## src/rtl/fast_adder_pkg.sv

```systemverilog
// Shared definitions for the fast-adder family.
//   DEF_WIDTH / DEF_BLOCK : default operand width and lookahead slice width
//   calc_nstage()         : number of pipeline stages (one slice per stage, >= 1)
//   gen_bit() / prop_bit(): per-bit carry generate / propagate terms
package fast_adder_pkg;

  localparam int DEF_WIDTH = 32;
  localparam int DEF_BLOCK = 8;

  function automatic int calc_nstage(input int width, input int block);
    int n;
    n = (block > 0) ? width / block : 1;
    return (n < 1) ? 1 : n;
  endfunction

  function automatic logic gen_bit(input logic x, input logic y);
    return x & y;
  endfunction

  function automatic logic prop_bit(input logic x, input logic y);
    return x ^ y;
  endfunction

endpackage

```

## src/rtl/cla_block.sv

```systemverilog
// Combinational BLOCK-bit carry-lookahead slice.
//   a, b   : slice operands
//   cin    : slice carry-in
//   sum    : slice sum
//   cout   : slice carry-out
//   grp_p  : group propagate (all bits propagate)
//   grp_g  : group generate (carry out assuming cin = 0)
module cla_block
  import fast_adder_pkg::*;
#(
  parameter int BLOCK = DEF_BLOCK
) (
  input  logic [BLOCK-1:0] a,
  input  logic [BLOCK-1:0] b,
  input  logic             cin,
  output logic [BLOCK-1:0] sum,
  output logic             cout,
  output logic             grp_p,
  output logic             grp_g
);

  logic [BLOCK-1:0] p;
  logic [BLOCK-1:0] g;
  logic [BLOCK:0]   c;

  always_comb begin
    p = '0;
    g = '0;
    for (int i = 0; i < BLOCK; i++) begin
      p[i] = prop_bit(a[i], b[i]);
      g[i] = gen_bit(a[i], b[i]);
    end
  end

  // Each carry is a flat sum of products built straight from g/p and cin:
  //   c[i+1] = g[i] | p[i]g[i-1] | ... | p[i..1]g[0] | p[i..0]cin
  // so no carry depends on another carry (true lookahead, not ripple).
  always_comb begin
    logic run_p;
    logic cg;
    c     = '0;
    c[0]  = cin;
    grp_g = 1'b0;
    for (int i = 0; i < BLOCK; i++) begin
      cg    = g[i];
      run_p = p[i];
      for (int j = i - 1; j >= 0; j--) begin
        cg    = cg | (run_p & g[j]);
        run_p = run_p & p[j];
      end
      if (i == BLOCK - 1) grp_g = cg;
      c[i+1] = cg | (run_p & cin);
    end
  end

  assign sum   = p ^ c[BLOCK-1:0];
  assign cout  = c[BLOCK];
  assign grp_p = &p;

endmodule

```

## src/rtl/pipelined_fast_adder.sv

```systemverilog
// Pipelined add/subtract unit: WIDTH-bit add split into NSTAGE = WIDTH/BLOCK
// lookahead slices, one slice per stage, with valid/ready stream handshake.
//   clk, rst            : clock, async active-high reset
//   in_valid / in_ready : operand handshake (in_ready = pipeline advances)
//   a, b, cin, sub      : operands; sub=1 gives a-b (cin ignored)
//   out_valid/out_ready : result handshake
//   sum, cout, ovf      : result, carry-out (no-borrow on sub), signed overflow
module pipelined_fast_adder
  import fast_adder_pkg::*;
#(
  parameter int WIDTH = DEF_WIDTH,
  parameter int BLOCK = DEF_BLOCK
) (
  input  logic             clk,
  input  logic             rst,
  input  logic             in_valid,
  output logic             in_ready,
  input  logic [WIDTH-1:0] a,
  input  logic [WIDTH-1:0] b,
  input  logic             cin,
  input  logic             sub,
  output logic             out_valid,
  input  logic             out_ready,
  output logic [WIDTH-1:0] sum,
  output logic             cout,
  output logic             ovf
);

  localparam int NSTAGE = calc_nstage(WIDTH, BLOCK);

  if (BLOCK < 1 || (WIDTH % BLOCK) != 0) begin : g_param_check
    $error("pipelined_fast_adder: WIDTH (%0d) must be a multiple of BLOCK (%0d)",
           WIDTH, BLOCK);
  end

  // One pipeline register. Operand fields travel whole; each stage only
  // reads its own slice, and the final stage's copy is dead.
  typedef struct packed {
    logic             vld;
    logic [WIDTH-1:0] sum;
    logic [WIDTH-1:0] a;
    logic [WIDTH-1:0] b;
    logic             c;
    logic             a_msb;
    logic             b_msb;
  } stage_t;

  logic             advance;
  logic             accept;
  logic [WIDTH-1:0] b_eff;
  logic             c_eff;
  logic [NSTAGE:0]  vld_pipe;
  logic [NSTAGE-1:0] unused_grp_p;
  logic [NSTAGE-1:0] unused_grp_g;
  logic              unused_tail;
  stage_t            stage_q [NSTAGE];
  stage_t            last;

  // Global enable: whole pipe moves unless the head result is blocked.
  assign advance  = !out_valid || out_ready;
  assign in_ready = advance;
  assign accept   = in_valid && advance;

  assign b_eff = sub ? ~b : b;
  assign c_eff = sub | cin;

  assign vld_pipe[0] = accept;

  for (genvar k = 0; k < NSTAGE; k++) begin : g_stage
    stage_t           src;
    stage_t           nxt;
    logic [BLOCK-1:0] slice_sum;
    logic             slice_cout;

    if (k == 0) begin : g_head
      // Non-accepted cycles still load operands but with vld=0 (bubble).
      always_comb begin
        src       = '0;
        src.vld   = accept;
        src.a     = a;
        src.b     = b_eff;
        src.c     = c_eff;
        src.a_msb = a[WIDTH-1];
        src.b_msb = b_eff[WIDTH-1];
      end
    end else begin : g_body
      assign src = stage_q[k-1];
    end

    cla_block #(.BLOCK(BLOCK)) u_cla (
      .a     (src.a[k*BLOCK +: BLOCK]),
      .b     (src.b[k*BLOCK +: BLOCK]),
      .cin   (src.c),
      .sum   (slice_sum),
      .cout  (slice_cout),
      .grp_p (unused_grp_p[k]),
      .grp_g (unused_grp_g[k])
    );

    always_comb begin
      nxt                      = src;
      nxt.sum[k*BLOCK +: BLOCK] = slice_sum;
      nxt.c                    = slice_cout;
    end

    always_ff @(posedge clk or posedge rst) begin
      if (rst)          stage_q[k] <= '0;
      else if (advance) stage_q[k] <= nxt;
    end

    assign vld_pipe[k+1] = stage_q[k].vld;
  end

  assign last      = stage_q[NSTAGE-1];
  assign out_valid = vld_pipe[NSTAGE];
  assign sum       = last.sum;
  assign cout      = last.c;
  // Overflow: operands of equal sign yielding a result of the other sign.
  assign ovf       = (last.a_msb == last.b_msb) && (last.sum[WIDTH-1] != last.a_msb);

  // Group P/G are reserved for skip/select variants; final operand copy is dead.
  assign unused_tail = ^{unused_grp_p, unused_grp_g, last.a, last.b};

endmodule
```

## config.mk

```make
export PLATFORM = sky130hd
export DESIGN_NAME = pipelined_fast_adder
export DESIGN_NICKNAME = d
export VERILOG_FILES = /design/src/rtl/fast_adder_pkg.sv /design/src/rtl/cla_block.sv /design/src/rtl/pipelined_fast_adder.sv
export SDC_FILE = /design/constraint.sdc
export NUM_CORES = 1
export LEC_CHECK = 0
export BUFFER_PORTS_ARGS = -buffer_cell sky130_fd_sc_hd__buf_4
export CORE_AREA = 3 3 166 184
export CTS_CLUSTER_SIZE = 40
export DETAILED_ROUTE_END_ITERATION = 8
export DIE_AREA = 0 0 169 187
export PLACE_DENSITY = 0.58
export SLEW_MARGIN = 20
export SYNTH_ARGS = -nofsm -noshare
export SYNTH_HDL_FRONTEND = slang
export SYNTH_SLANG_ARGS = --single-unit
```

## constraint.sdc

```tcl
create_clock -name clk -period 5.66 [get_ports clk]
set_input_delay 0.849 -clock clk [delete_from_list [all_inputs] [get_ports clk]]
set_output_delay 0.849 -clock clk [all_outputs]
set_load 0.02 [all_outputs]
```

; Word level (Yosys, flattened, before mapping)
; Index checks and enable logic that the tools add are counted.
[op_classes]
eq_ne = 2
muxes = 1
n_bitwise = 470
reduce_logical = 4
[op_table]
columns = operator, n
row1 = $and 1x1->1, 288
row2 = $or 1x1->1, 145
row3 = $mux 32, 1
row4 = $not 32->32, 1
row5 = $xor 1x1->1, 32
row6 = $xor 8x8->8, 4
row7 = $logic_and 1x1->1, 2
row8 = $eq 1x1->1, 1
row9 = $logic_not 1->1, 1
row10 = $logic_or 1x1->1, 1
row11 = $ne 1x1->1, 1
[totals]
regBits = 288
input_bits = 70
wordCells = 503

; Logic depth before layout (Yosys ltp)
[depth]
word_depth = 12
ltp_mapped = 9

; Hierarchy
; Synthesis repeated with hierarchy kept, for this count alone.
[unflattened]
hier_cells = 641
area_unflattened_um2 = 9461.6
[by_module_without_submodules]
columns = mod, n_inst, cells_each, area_each_um2
row1 = pipelined_fast_adder, 1, 467, 8002.7
row2 = cla_block (g_stage[1].u_cla ...), 2, 43, 350.3
row3 = cla_block (g_stage[0].u_cla), 1, 46, 386.6
row4 = cla_block (g_stage[3].u_cla), 1, 42, 371.6

; Worst setup path after synthesis
; OpenSTA, ideal clock, no wires.
[synth_timing]
kind = in2reg
start = input sub
end = register stage_q (netlist bit g_stage[1].nxt[71])
setup_ns = 0.135
arrival_ns = 2.472
required_time_ns = 5.525
slack_ns = 3.053
path_stages = 9
path_buffers = 2
cell_sequence = buf_2 -> buf_2 -> xor2_1 -> ha_1 -> a21oi_1 -> nand2_1 -> a21o_1 -> a211oi_1 -> o31ai_1
[synth_between]
elab_chain_cells = 8
word_cells_on_any_way = 23
[synth_rtl]
columns = item, line_no
row1 = "start, declared", pipelined_fast_adder.sv:21  ; input logic sub,
row2 = $mux 32, pipelined_fast_adder.sv:64  ; assign b_eff = sub ? ~b : b;
row3 = $xor 1x1->1 or $and 1x1->1 (tied branches), "fast_adder_pkg.sv:21, fast_adder_pkg.sv:17"
row4 = "$and 1x1->1, on equally long branches", "cla_block.sv:48, cla_block.sv:49"
row5 = "$or 1x1->1, or another cell as far along (2 in series)", cla_block.sv:48  ; cg = cg | (run_p & g[j]);
row6 = $or 1x1->1 or $and 1x1->1 (tied branches), "cla_block.sv:48, cla_block.sv:52"
row7 = $or 1x1->1, cla_block.sv:52  ; c[i+1] = cg | (run_p & cin);
row8 = $xor 8x8->8 *, cla_block.sv:56  ; assign sum = p ^ c[BLOCK-1:0];
row9 = "end signal, assigned by index", pipelined_fast_adder.sv:108  ; else if (advance) stage_q[k] <= nxt;
row10 = "end, declared", pipelined_fast_adder.sv:56  ; stage_t stage_q [NSTAGE];
; Every way passes the cells marked *; elsewhere a longest branch is shown, timed or not.
; A chain may end at the register's enable or synchronous reset.

; Worst setup path in the final report
[layout_timing]
start = register stage_q (netlist bit out_valid)
end = output in_ready
[layout_between]
elab_chain_cells = 2
[layout_rtl]
columns = item, line_no
row1 = $logic_not 1->1, pipelined_fast_adder.sv:60  ; assign advance = !out_valid || out_ready;
row2 = $logic_or 1x1->1, pipelined_fast_adder.sv:60
row3 = "end, declared", pipelined_fast_adder.sv:17  ; output logic in_ready,
; No other way between the ends.

==> key figures <==
Critical path
  – Critical Path Start Type: flop
  – CP Capture Type: output port
  – Setup CP Type: flop to output port
  – Crit path max fanout: 88
  – Crit path DAT: 1.70 ns
  – Critical path required time: 4.81 ns

GRT
  – GRT Overall Usage: 0.116
  – First-pass GRT wire length: 30,000 um
  – Vias in the first global route: 5,862
  – Gr ovfl total: 0
  – Largest net degree at the start of global routing: 202
  – Antenna violations before repair: 0

Synthesis
  – Leading area contributor after synthesis: dfrtp_1
  – Synth warn: 0
  – Share of the synthesized area in the top cell type: 0.541
  – Syn Nets: 1,050
  – Syn Inst Count: 942
  – EDFF count, synth: 0
  – Unique masters post-synth: 35
  – Synth area leaders: dfrtp_1, nand2_1, ha_1
  – Synth Register Bits: 186
  – Asr flop ratio synth: 1.00
  – Top FF cell, synth: dfrtp_1
  – Syn_area_per_cell: 9.13 um2
  – Register area share after synthesis: 0.541
  – Synthesized area: 0.00860 mm2

Detailed routing
  – Routed Antenna Nets: 0
  – Residual DRC: 0
  – Initial DRC count: 311
  – First drt pass iteration count: 5
  – Wire length per cell: 12.8 um
  – Via count: 5,885
  – WL final: 17,600 um
  – Via density: 4.29

Final layout
  – FILL cells: 2,954
  – Antenna cell count: 0
  – Share of layout cells above drive strength 1: 0.146
  – Area of the multi-input gates: 0.00349 mm2
  – Nets: 1,100
  – Reg area: 0.00465 mm2
  – Commonest non-fill, non-tap cells in the layout: nand2_1, dfrtp_1, buf_4, ha_1
  – Most common cell after layout, fill and taps aside: nand2_1
  – Area grow syn2layout: 17.0%
  – Fin area: 0.0101 mm2
  – Finished Layout Cells: 1,373

Timing
  – Final Critical Period: 2.55 ns
  – Unrepaired setup endpoints after global routing: false
  – # setup viols final: 0
  – TNS Setup: 0 ns
  – Clock Skews: 0.00843 ns
  – Slew @ Worst Pin: 1.11 ns
  – Final WS setup: 3.11 ns
  – Final Hold Vio Count: 0
  – Max Slew Vio Count: 0
  – Max_slew headroom: 0.260
  – Final Cycle Share: 0.451
  – F_max: 392 MHz

Power
  – Leak Pwr: 5.01 nW
  – Pwr Density: 555 mW/mm2
  – Pwr Total: 5.58 mW
  – Peak VDD IR: 0.000193 V

Clock tree
  – Root Buffer: clkbuf_16
  – Worst-path clk slew: 0.08 ns
  – CTS Hold Bufs: 0
  – Setup Fix Bufs, Post-CTS: 0
  – Cts repair resizes: 0
  – CTS tree: built
  – Worst skew pair latency: 0.43 ns
  – Sink Count: 186
  – Max Root-Sink Buffers: 2
  – TritonCTS buffer count: 17
  – H-tree Lvls: 4

Place
  – Cell count after placement: 1,341
  – Dpl ws: 2.80 ns
  – Port bufs: 105
  – DP HPWL: 11,600 um
  – GPL Wtd Cong: 0.774
  – Cell area after placement: 0.00947 mm2

Hold path
  – Worst hold path type: flop to flop

Die
  – Initial Util: 0.300
  – Die width: 169 um
  – Chip height: 187 um
  – Num ports: 106
  – Core Area: 0.0287 mm2
  – # rows: 65
  – Die area: 0.0316 mm2

Status
  – Status: completed

Run
  – Max Cap Violations: 0
registers in the layout, indices dropped and copies added (netlist names):
register,cells
g_stage.src,3
g_stage.nxt,147
last,2
cout,1
out_valid,1
sum,32
metrics by stage:
step | utilization | hold slack [ns]
CTS | 0.351 | 0.472
detailed placement | 0.330 | 0.455
finish | 0.351 | 0.467
global placement | 0.330 | 0.448
global route | 0.351 | 0.488
floorplan | - | 0.430
logic make-up (layout without fill, tap and decap cells):
| logic type | count (synthesis) | in the layout | synth area share |
|---|---|---|---|
| buffers and inverters | 84 | 147 | 0.0547 |
| flip-flops | 186 | 186 | 0.541 |
| AO/OA/AOI/OAI | 106 | 106 | 0.0726 |
| AND/OR/NAND/NOR | 473 | 473 | 0.217 |
| XOR/XNOR | 55 | 55 | 0.0560 |
| adder cells (fa/ha/maj) | 38 | 38 | 0.0588 |
cells in the mapped netlist (7+ instances only):
library cell and n:
nand2_1 418, dfrtp_1 186, ha_1 34, buf_4 33
o21ai_1 33, xnor2_1 33, a21oi_1 32, nor2_1 26
buf_2 25, xor2_1 22, clkbuf_1 19, a21o_1 9
o21ai_0 8, nor3_1 7
routing by layer:
| metal | track usage | share of wire |
|---|---|---|
| met1 | 0.170 | 0.52 |
| met5 | 0 | 0 |
| met2 | 0.169 | 0.44 |
| met3 | 0.0241 | 0.025 |
| met4 | 0.0406 | 0.016 |
worst paths after layout:
| kind | to | start | cells after the start | slack (ns) |
|---|---|---|---|---|
| max | in_ready | out_valid | 3 | 3.11 |
| min | sum[20] | sum[20] | 2 | 0.47 |
| max reg2reg | g_stage[1].nxt[68] | out_valid | 4 | 3.38 |
| min reg2reg | sum[20] | sum[20] | 2 | 0.47 |
| max in group asynchronous | g_stage[3].nxt[60] | rst | 3 | 4.14 |
| min in group asynchronous | g_stage[1].nxt[16] | rst | 3 | 0.62 |
critical path, cell delays in order (launching register included):
cell and delay (ns):
dfrtp_1 0.41, nor2b_4 0.16, inv_6 0.42, buf_4 0.25
report_power, final:
part           internal, mW  switching, mW
clock                 0.597          0.578
combinational         0.892           1.24
sequential             1.93          0.345
total                  3.42           2.17
area by class of cell:
| type | instances | area share |
|---|---|---|
| timing repair buffer | 108 | 0.0830 |
| clock inverter | 15 | 0.0168 |
| sequential | 186 | 0.462 |
| tap | 368 | 0.0457 |
| multi-input combinational | 672 | 0.346 |
| clock buffer | 17 | 0.0423 |
| inverter | 7 | 0.00348 |
Note: power is estimated with default switching activity, not from simulation.
